### src/rtl/stp_loader.sv
`default_nettype none
// ============================================================================
//  Module      : stp_loader
//  Description : Set-polynomial engine. Validates a slot/degree request,
//                copies N+1 coefficients from the data RAM into the slot's
//                region of the S coefficient RAM, records the degree and
//                reports a result/status word pair on completion.
//  Revision    : 1.0 - initial release
// ============================================================================
module stp_loader #(
    parameter int WORD_SIZE   = 16,
    parameter int BUFFER_SIZE = 1024,
    parameter int NUM_SLOTS   = 8,
    parameter int MAX_DEG     = 10,
    parameter int A_W         = 3,
    parameter int N_W         = 5,
    localparam int ADDR_W     = $clog2(BUFFER_SIZE),
    localparam int S_ADDR_W   = $clog2(NUM_SLOTS * (MAX_DEG + 1))
) (
    input  logic                 clk,
    input  logic                 rst,
    input  logic                 start,
    input  logic [A_W-1:0]       A,
    input  logic [N_W-1:0]       N,
    input  logic [ADDR_W-1:0]    rd_ptr_in,
    input  logic [ADDR_W:0]      data_count,
    input  logic [WORD_SIZE-1:0] rd_data,
    output logic                 busy,
    output logic                 done,
    output logic                 en_rd_data,
    output logic [ADDR_W-1:0]    rd_addr_data,
    output logic                 en_wr_S,
    output logic [S_ADDR_W-1:0]  wr_addr_S,
    output logic [WORD_SIZE-1:0] wr_data_S,
    output logic                 en_wr_N,
    output logic [A_W-1:0]       wr_addr_N,
    output logic [N_W-1:0]       wr_data_N,
    output logic [ADDR_W-1:0]    rd_ptr_out,
    output logic [31:0]          result,
    output logic [31:0]          status
);

    // ------------------------------------------------------------------
    // State encoding
    // ------------------------------------------------------------------
    localparam logic [2:0] c_IDLE  = 3'd0;
    localparam logic [2:0] c_CHECK = 3'd1;
    localparam logic [2:0] c_LOAD  = 3'd2;
    localparam logic [2:0] c_DRAIN = 3'd3;
    localparam logic [2:0] c_DONE  = 3'd4;

    // Words reserved per slot in the S RAM
    localparam logic [S_ADDR_W-1:0] c_SLOT_WORDS = S_ADDR_W'(MAX_DEG + 1);

    // Status codes
    localparam logic [1:0] c_ST_OK       = 2'd0;
    localparam logic [1:0] c_ST_NO_DATA  = 2'd1;
    localparam logic [1:0] c_ST_BAD_DEG  = 2'd2;
    localparam logic [1:0] c_ST_BAD_SLOT = 2'd3;

    // ------------------------------------------------------------------
    // Registers
    // ------------------------------------------------------------------
    logic [2:0]           state_q, state_d;
    logic [A_W-1:0]       a_q;
    logic [N_W-1:0]       n_q;
    logic [ADDR_W-1:0]    ptr_q;
    logic [ADDR_W:0]      cnt_q;
    logic [S_ADDR_W-1:0]  base_q;
    logic [N_W-1:0]       k_q;
    logic                 en_wr_s_q;
    logic [S_ADDR_W-1:0]  wr_addr_s_q;
    logic [ADDR_W-1:0]    rd_ptr_q;
    logic [31:0]          result_q;
    logic [31:0]          status_q;

    // Combinational helpers
    logic [1:0]           w_err;
    logic [S_ADDR_W-1:0]  w_base;
    logic                 w_load;

    assign w_load = (state_q == c_LOAD);
    assign w_base = S_ADDR_W'(a_q) * c_SLOT_WORDS;

    // Request validation, checked in priority order slot > degree > data
    always_comb begin
        w_err = c_ST_OK;
        if (32'(a_q) >= NUM_SLOTS) begin
            w_err = c_ST_BAD_SLOT;
        end else if (32'(n_q) > MAX_DEG) begin
            w_err = c_ST_BAD_DEG;
        end else if (32'(cnt_q) < (32'(n_q) + 32'd1)) begin
            w_err = c_ST_NO_DATA;
        end
    end

    // ------------------------------------------------------------------
    // FSM
    // ------------------------------------------------------------------
    // State register
    always_ff @(posedge clk or negedge rst) begin
        if (!rst) begin
            state_q <= c_IDLE;
        end else begin
            state_q <= state_d;
        end
    end

    // Next-state logic; start only has an effect while idle
    always_comb begin
        state_d = state_q;
        case (state_q)
            c_IDLE: begin
                if (start) begin
                    state_d = c_CHECK;
                end
            end
            c_CHECK: begin
                if (w_err != c_ST_OK) begin
                    state_d = c_DONE;
                end else begin
                    state_d = c_LOAD;
                end
            end
            c_LOAD: begin
                if (k_q == n_q) begin
                    state_d = c_DRAIN;
                end
            end
            c_DRAIN: begin
                state_d = c_DONE;
            end
            c_DONE: begin
                state_d = c_IDLE;
            end
            default: begin
                state_d = c_IDLE;
            end
        endcase
    end

    // FSM outputs: read port, degree-table write and handshake flags
    always_comb begin
        busy         = (state_q != c_IDLE);
        done         = (state_q == c_DONE);
        en_rd_data   = w_load;
        rd_addr_data = '0;
        en_wr_N      = 1'b0;
        wr_addr_N    = '0;
        wr_data_N    = '0;
        if (w_load) begin
            rd_addr_data = ptr_q + ADDR_W'(k_q);
            if (k_q == '0) begin
                en_wr_N   = 1'b1;
                wr_addr_N = a_q;
                wr_data_N = n_q;
            end
        end
    end

    // ------------------------------------------------------------------
    // Datapath
    // ------------------------------------------------------------------
    // Request latch, load counter and completion words
    always_ff @(posedge clk or negedge rst) begin
        if (!rst) begin
            a_q      <= '0;
            n_q      <= '0;
            ptr_q    <= '0;
            cnt_q    <= '0;
            base_q   <= '0;
            k_q      <= '0;
            rd_ptr_q <= '0;
            result_q <= '0;
            status_q <= 32'hFFFF_FFFF;
        end else begin
            case (state_q)
                c_IDLE: begin
                    if (start) begin
                        a_q   <= A;
                        n_q   <= N;
                        ptr_q <= rd_ptr_in;
                        cnt_q <= data_count;
                    end
                end
                c_CHECK: begin
                    k_q    <= '0;
                    base_q <= w_base;
                    if (w_err != c_ST_OK) begin
                        result_q <= '0;
                        status_q <= 32'(w_err);
                    end
                end
                c_LOAD: begin
                    k_q <= k_q + N_W'(1);
                end
                c_DRAIN: begin
                    result_q <= 32'(n_q) + 32'd1;
                    status_q <= 32'(c_ST_OK);
                    rd_ptr_q <= ptr_q + ADDR_W'(n_q) + ADDR_W'(1);
                end
                default: begin
                end
            endcase
        end
    end

    // S write pipeline: trails each read by one cycle to meet RAM latency
    always_ff @(posedge clk or negedge rst) begin
        if (!rst) begin
            en_wr_s_q   <= 1'b0;
            wr_addr_s_q <= '0;
        end else begin
            en_wr_s_q   <= w_load;
            wr_addr_s_q <= w_load ? (base_q + S_ADDR_W'(k_q)) : '0;
        end
    end

    assign en_wr_S    = en_wr_s_q;
    assign wr_addr_S  = wr_addr_s_q;
    assign wr_data_S  = en_wr_s_q ? rd_data : '0;
    assign rd_ptr_out = rd_ptr_q;
    assign result     = result_q;
    assign status     = status_q;

endmodule
`default_nettype wire
### config.mk
export PLATFORM = sky130hd
export DESIGN_NAME = stp_loader
export DESIGN_NICKNAME = d
export VERILOG_FILES = /design/src/rtl/stp_loader.sv
export SDC_FILE = /design/constraint.sdc
export NUM_CORES = 1
export LEC_CHECK = 0
export CAP_MARGIN = 10
export CORE_MARGIN = 2
export CORE_UTILIZATION = 45
export DETAILED_ROUTE_END_ITERATION = 10
export GPL_ROUTABILITY_DRIVEN = 0
export PLACE_DENSITY = 0.9
export SLEW_MARGIN = 5
export SYNTH_ARGS = -nofsm -noshare
export SYNTH_HDL_FRONTEND = slang
export SYNTH_SLANG_ARGS = --single-unit
### constraint.sdc
create_clock -name clk -period 2.7 [get_ports clk]
set_clock_uncertainty 0.05 [all_clocks]
set_input_delay 0.405 -clock clk [delete_from_list [all_inputs] [get_ports clk]]
set_output_delay 0.405 -clock clk [all_outputs]
set_load 0.005 [all_outputs]
==> results of run 1 <==
==> flip-flops by register name, summed over array words and instances, names as in the netlist <==
signal and cells:
wr_addr_S 7, n_q 5, result 6, rd_ptr_out 10, en_wr_S 1, cnt_q 11, status 3, state_q 3
k_q 5, base_q 7, a_q 3, ptr_q 10
==> power by group through the flow <==
stage                     clock, uW  combinational, uW  sequential (uW)
after floorplan                   0               2000             1830
after global placement            0               3010             1900
after detailed placement          0               3140             1930
after CTS                       905               3270             1910
after global routing            952               3640             1990
final                           875               3300             1920
==> Yosys cell counts, types with 9 or more instances <==
| cell | instances | share of area (%) |
|---|---|---|
| sky130_fd_sc_hd__and2_1 | 28 | 3.9 |
| sky130_fd_sc_hd__ha_1 | 30 | 8.4 |
| sky130_fd_sc_hd__buf_4 | 55 | 9.2 |
| sky130_fd_sc_hd__o21ai_1 | 13 | 1.5 |
| sky130_fd_sc_hd__dfrtp_1 | 68 | 38 |
| sky130_fd_sc_hd__inv_1 | 9 | 0.75 |
| sky130_fd_sc_hd__nor2_1 | 22 | 1.8 |
| sky130_fd_sc_hd__mux2_1 | 33 | 8.3 |
| sky130_fd_sc_hd__xor2_1 | 15 | 2.9 |
| sky130_fd_sc_hd__a21oi_1 | 13 | 1.5 |
| sky130_fd_sc_hd__xnor2_1 | 12 | 2.3 |
| sky130_fd_sc_hd__nand2_1 | 24 | 2.0 |
==> cells by family after synthesis <==
group / Yosys count
other: 1
buffers and inverters: 79
AOI/OAI and AO/OA: 67
xor gates and xnor gates: 27
adders and majority gates: 34
muxes: 36
and+or+nand+nor: 119
DFF: 71
==> worst max-delay path: cells and delay by family, from the launching register on <==
family / cells / cell delay, ps
AOI/OAI and AO/OA: 5 / 730
adders and majority gates: 1 / 380
DFF: 1 / 440
buffers and inverters: 2 / 370
==> metrics by stage <==
stage | power (uW) | std cells | instance area [sq um] | util [%]
finish | 6090 | 710 | 6210 | 63.9
global route | 6580 | 710 | 6210 | 63.9
CTS | 6080 | 705 | 6130 | 63.1
detailed placement | 5070 | 686 | 5860 | 60.2
global placement | 4910 | 686 | 5860 | 60.2
floorplan | 3830 | 459 | 4580 | -
==> worst paths after layout <==
check	to	slack (ps)
setup / recovery	rd_addr_data[8]	-20
setup reg to reg	result[4]	220
hold reg to reg	rd_ptr_out[4]	440
max in group asynchronous	status[0]	1850
min in group clk	rd_ptr_out[4]	440
hold / removal	n_q[0]	30
==> final cells by class <==
class	count	area share, %
clock inverter	6	1.13
multi-input combinational	309	37.9
tap	133	2.68
inverter	10	0.604
sequential	71	28.7
clock buffer	10	2.22
timing repair buffer	171	26.9
==> what timing repair did <==
item,CTS,global route
buffers inserted,3,4
gates resized for setup,16,21
setup endpoints to repair,8,14
cloned,0,1
pin swaps,5,6
==> metal layers <==
| layer | track usage [%] | wire, microns | vias to the layer above |
|---|---|---|---|
| li1 | - | - | 1698 |
| met3 | 6.20 | 591 | 14 |
| met2 | 37.5 | 5790 | 112 |
| met1 | 24.7 | 4630 | 1749 |
| met4 | 5.12 | 156 | 0 |
| met5 | 0 | 0 | - |
==> run_results.csv, run 1 <==
group,metric,value,unit
status,run_status,"complete, but fails checks",
status,failing_checks,"setup timing",
floorplanning,floorplan.die_area,0.0108,sq mm
detailed_routing,drt-pass1-iter-count,4,
worst_setup_path,timing.critical_path.arrival,2260,ps
grt,overflow,0,
final_layout,multi_input_comb_area,0.00235,sq mm
power,p_sw_share,39.7,%
power,max-vdd-ir-drop,0.496,mV
floorplanning,die_width,104,microns
detailed_routing,routed-via-count,3573,
grt,number_of_antenna_violations_at_the_first_check_in_global_routing,0,
final_layout,synth_to_layout_area_growth,38.5,%
final_layout,final_layout_size_suffix_gt1_share,12.3,%
synth,synth_seq_area_share,39.7,%
grt,grt_util_all_layers,21.0,%
worst_setup_path,path_class,"register to primary output",
worst_setup_path,cpPeakStageDelay,440,ps
final_layout,most_used_cells_in_the_layout_excluding_fill_and_tap_cells,"sky130_fd_sc_hd__clkdlybuf4s50_1 (126), sky130_fd_sc_hd__dfrtp_1 (68), sky130_fd_sc_hd__mux2_1 (33)",
power,power.share.clock,14.4,%
worst_setup_path,crit-reg2reg-launch,"n_q[0]",
cts,clock_latency_at_the_later_pin_of_the_worst_skew_pair,360,ps
detailed_routing,route.detailed.drc,0,
worst_setup_path,critical_path.slowest_cell,"sky130_fd_sc_hd__dfrtp_1",
synth,synthesized_area_fraction_occupied_by_ao_oa_aoi_and_oai_cells,10.4,%
synth,synth_seq_cells,71,
worst_setup_path,end_kind,"primary output",
worst_setup_path,critical_path_required,2250,ps
detailed_routing,via_per_inst,5.03,
power,internal_power,3670,uW
cts,cts-buffers-inserted,9,
synth,synth.cell_area,0.00449,sq mm
final_layout,layout.area.seq,0.00178,sq mm
synth,count_of_distinct_cell_types_in_the_synthesized_netlist,51,
worst_setup_path,worst_path_most_repeated_cell,"sky130_fd_sc_hd__a21o_1",
placed_design,dp_slack,-40.9,ps
cts,htree_num_levels,3,
placed_design,placement.io_buffers,141,
synth,largest_family_of_logic_cells_by_synthesized_area,"simple AND/OR/NAND/NOR gates",
grt,grt_pass1_wl,18100,microns
synth,synth_xor_area_share,5.27,%
synth,post_synth_fa_ha_maj_area_fraction,10.2,%
synth,synth_edf_count,0,
detailed_routing,route.detailed.wl_per_inst,15.7,microns
synth,async_reset_ff_share,100,%
cts,ctsLongestPathBuffers,2,
worst_setup_path,worst-r2r-cell-count,8,
synth,synth.area.mux_share,8.98,%
timing,setup_tns,-16.5,ps
worst_setup_path,crit_path_start_kind,"register",
worst_setup_path,startpoint,"ptr_q[1]",
timing,whs,30.5,ps
timing,transition_time_at_the_pin_with_the_least_slew_margin,678,ps
worst_setup_path,crit_chain,"buf_6 > fa_2 > a21o_1 > a21o_1 > a21oi_2 > o21ai_0 > a21oi_1 > clkdlybuf4s15_1",
cts,clock-root-buffer,"sky130_fd_sc_hd__clkbuf_8",
synth,synthesis.yosys.warnings,0,
final_layout,layout_commonest_cell,"sky130_fd_sc_hd__clkdlybuf4s50_1",
synth,synth.avg_cell_area,10.3,sq um
floorplanning,floorplan_core_area,0.00973,sq mm
timing,finalCritPeriodShare,101,%
final_layout,num_antenna_cells,0,
hold_path,hp-class,"input pin to asynchronous set/reset pin",
timing,timing.final.crit_period,2720,ps
timing,grt_setup_unrepaired,"true",
timing,slew_headroom,54.8,%
synth,post_synth_and_or_nand_nor_area_fraction,14.1,%
grt,largest_net_degree_at_the_start_of_global_routing,44,
detailed_routing,drt-initial-drc-count,142,
cts,numClockSinks,71,
synth,synth_ff_type,"sky130_fd_sc_hd__dfrtp_1",
timing,fmaxAchievable,368,MHz
floorplanning,initial_standard_cell_utilization_of_the_core,46.1,%
timing,setup_viol_count_final,1,
cts,cts.clk_slew.worst_paths,80,ps
worst_setup_path,path_max_fanout,3,
detailed_routing,ant_nets,0,
synth,syn-instance-count,434,
floorplanning,ios,168,
floorplanning,floorplan.rows,36,
power,power.switching,2420,uW
placed_design,place_hpwl,8320,microns
timing,final-hold-violation-count,0,
detailed_routing,routed_wirelength,11200,microns
floorplanning,die_h,104,microns
job,drv_cap,0,
final_layout,num-nets-final,654,
grt,first_global_vias,3587,
cts,postCtsHoldBufs,0,
power,pwr-share-seq,31.5,%
timing,maxSlewViolCount,0,
power,cellLeakagePower,0.00290,uW
power,power_frac_comb,54.1,%
timing,setup_slack,-16.5,ps
final_layout,layout.filler_cells,774,
cts,clock_tree_from_tritoncts,"done",
power,cellPowerDensity,980,mW/mm^2
(Power assumes the default switching activity.)
==> run 2, diff against run 1 <==
--- a/config.mk
+++ b/config.mk
@@ -5,6 +5,7 @@
 export SDC_FILE = /design/constraint.sdc
 export NUM_CORES = 1
 export LEC_CHECK = 0
+export ABC_CLOCK_PERIOD_IN_PS = 2700
 export CAP_MARGIN = 10
 export CORE_MARGIN = 2
 export CORE_UTILIZATION = 45
==> results of run 2 <==
Same layout as run 1: the final DEF is identical, and so are final timing and power.
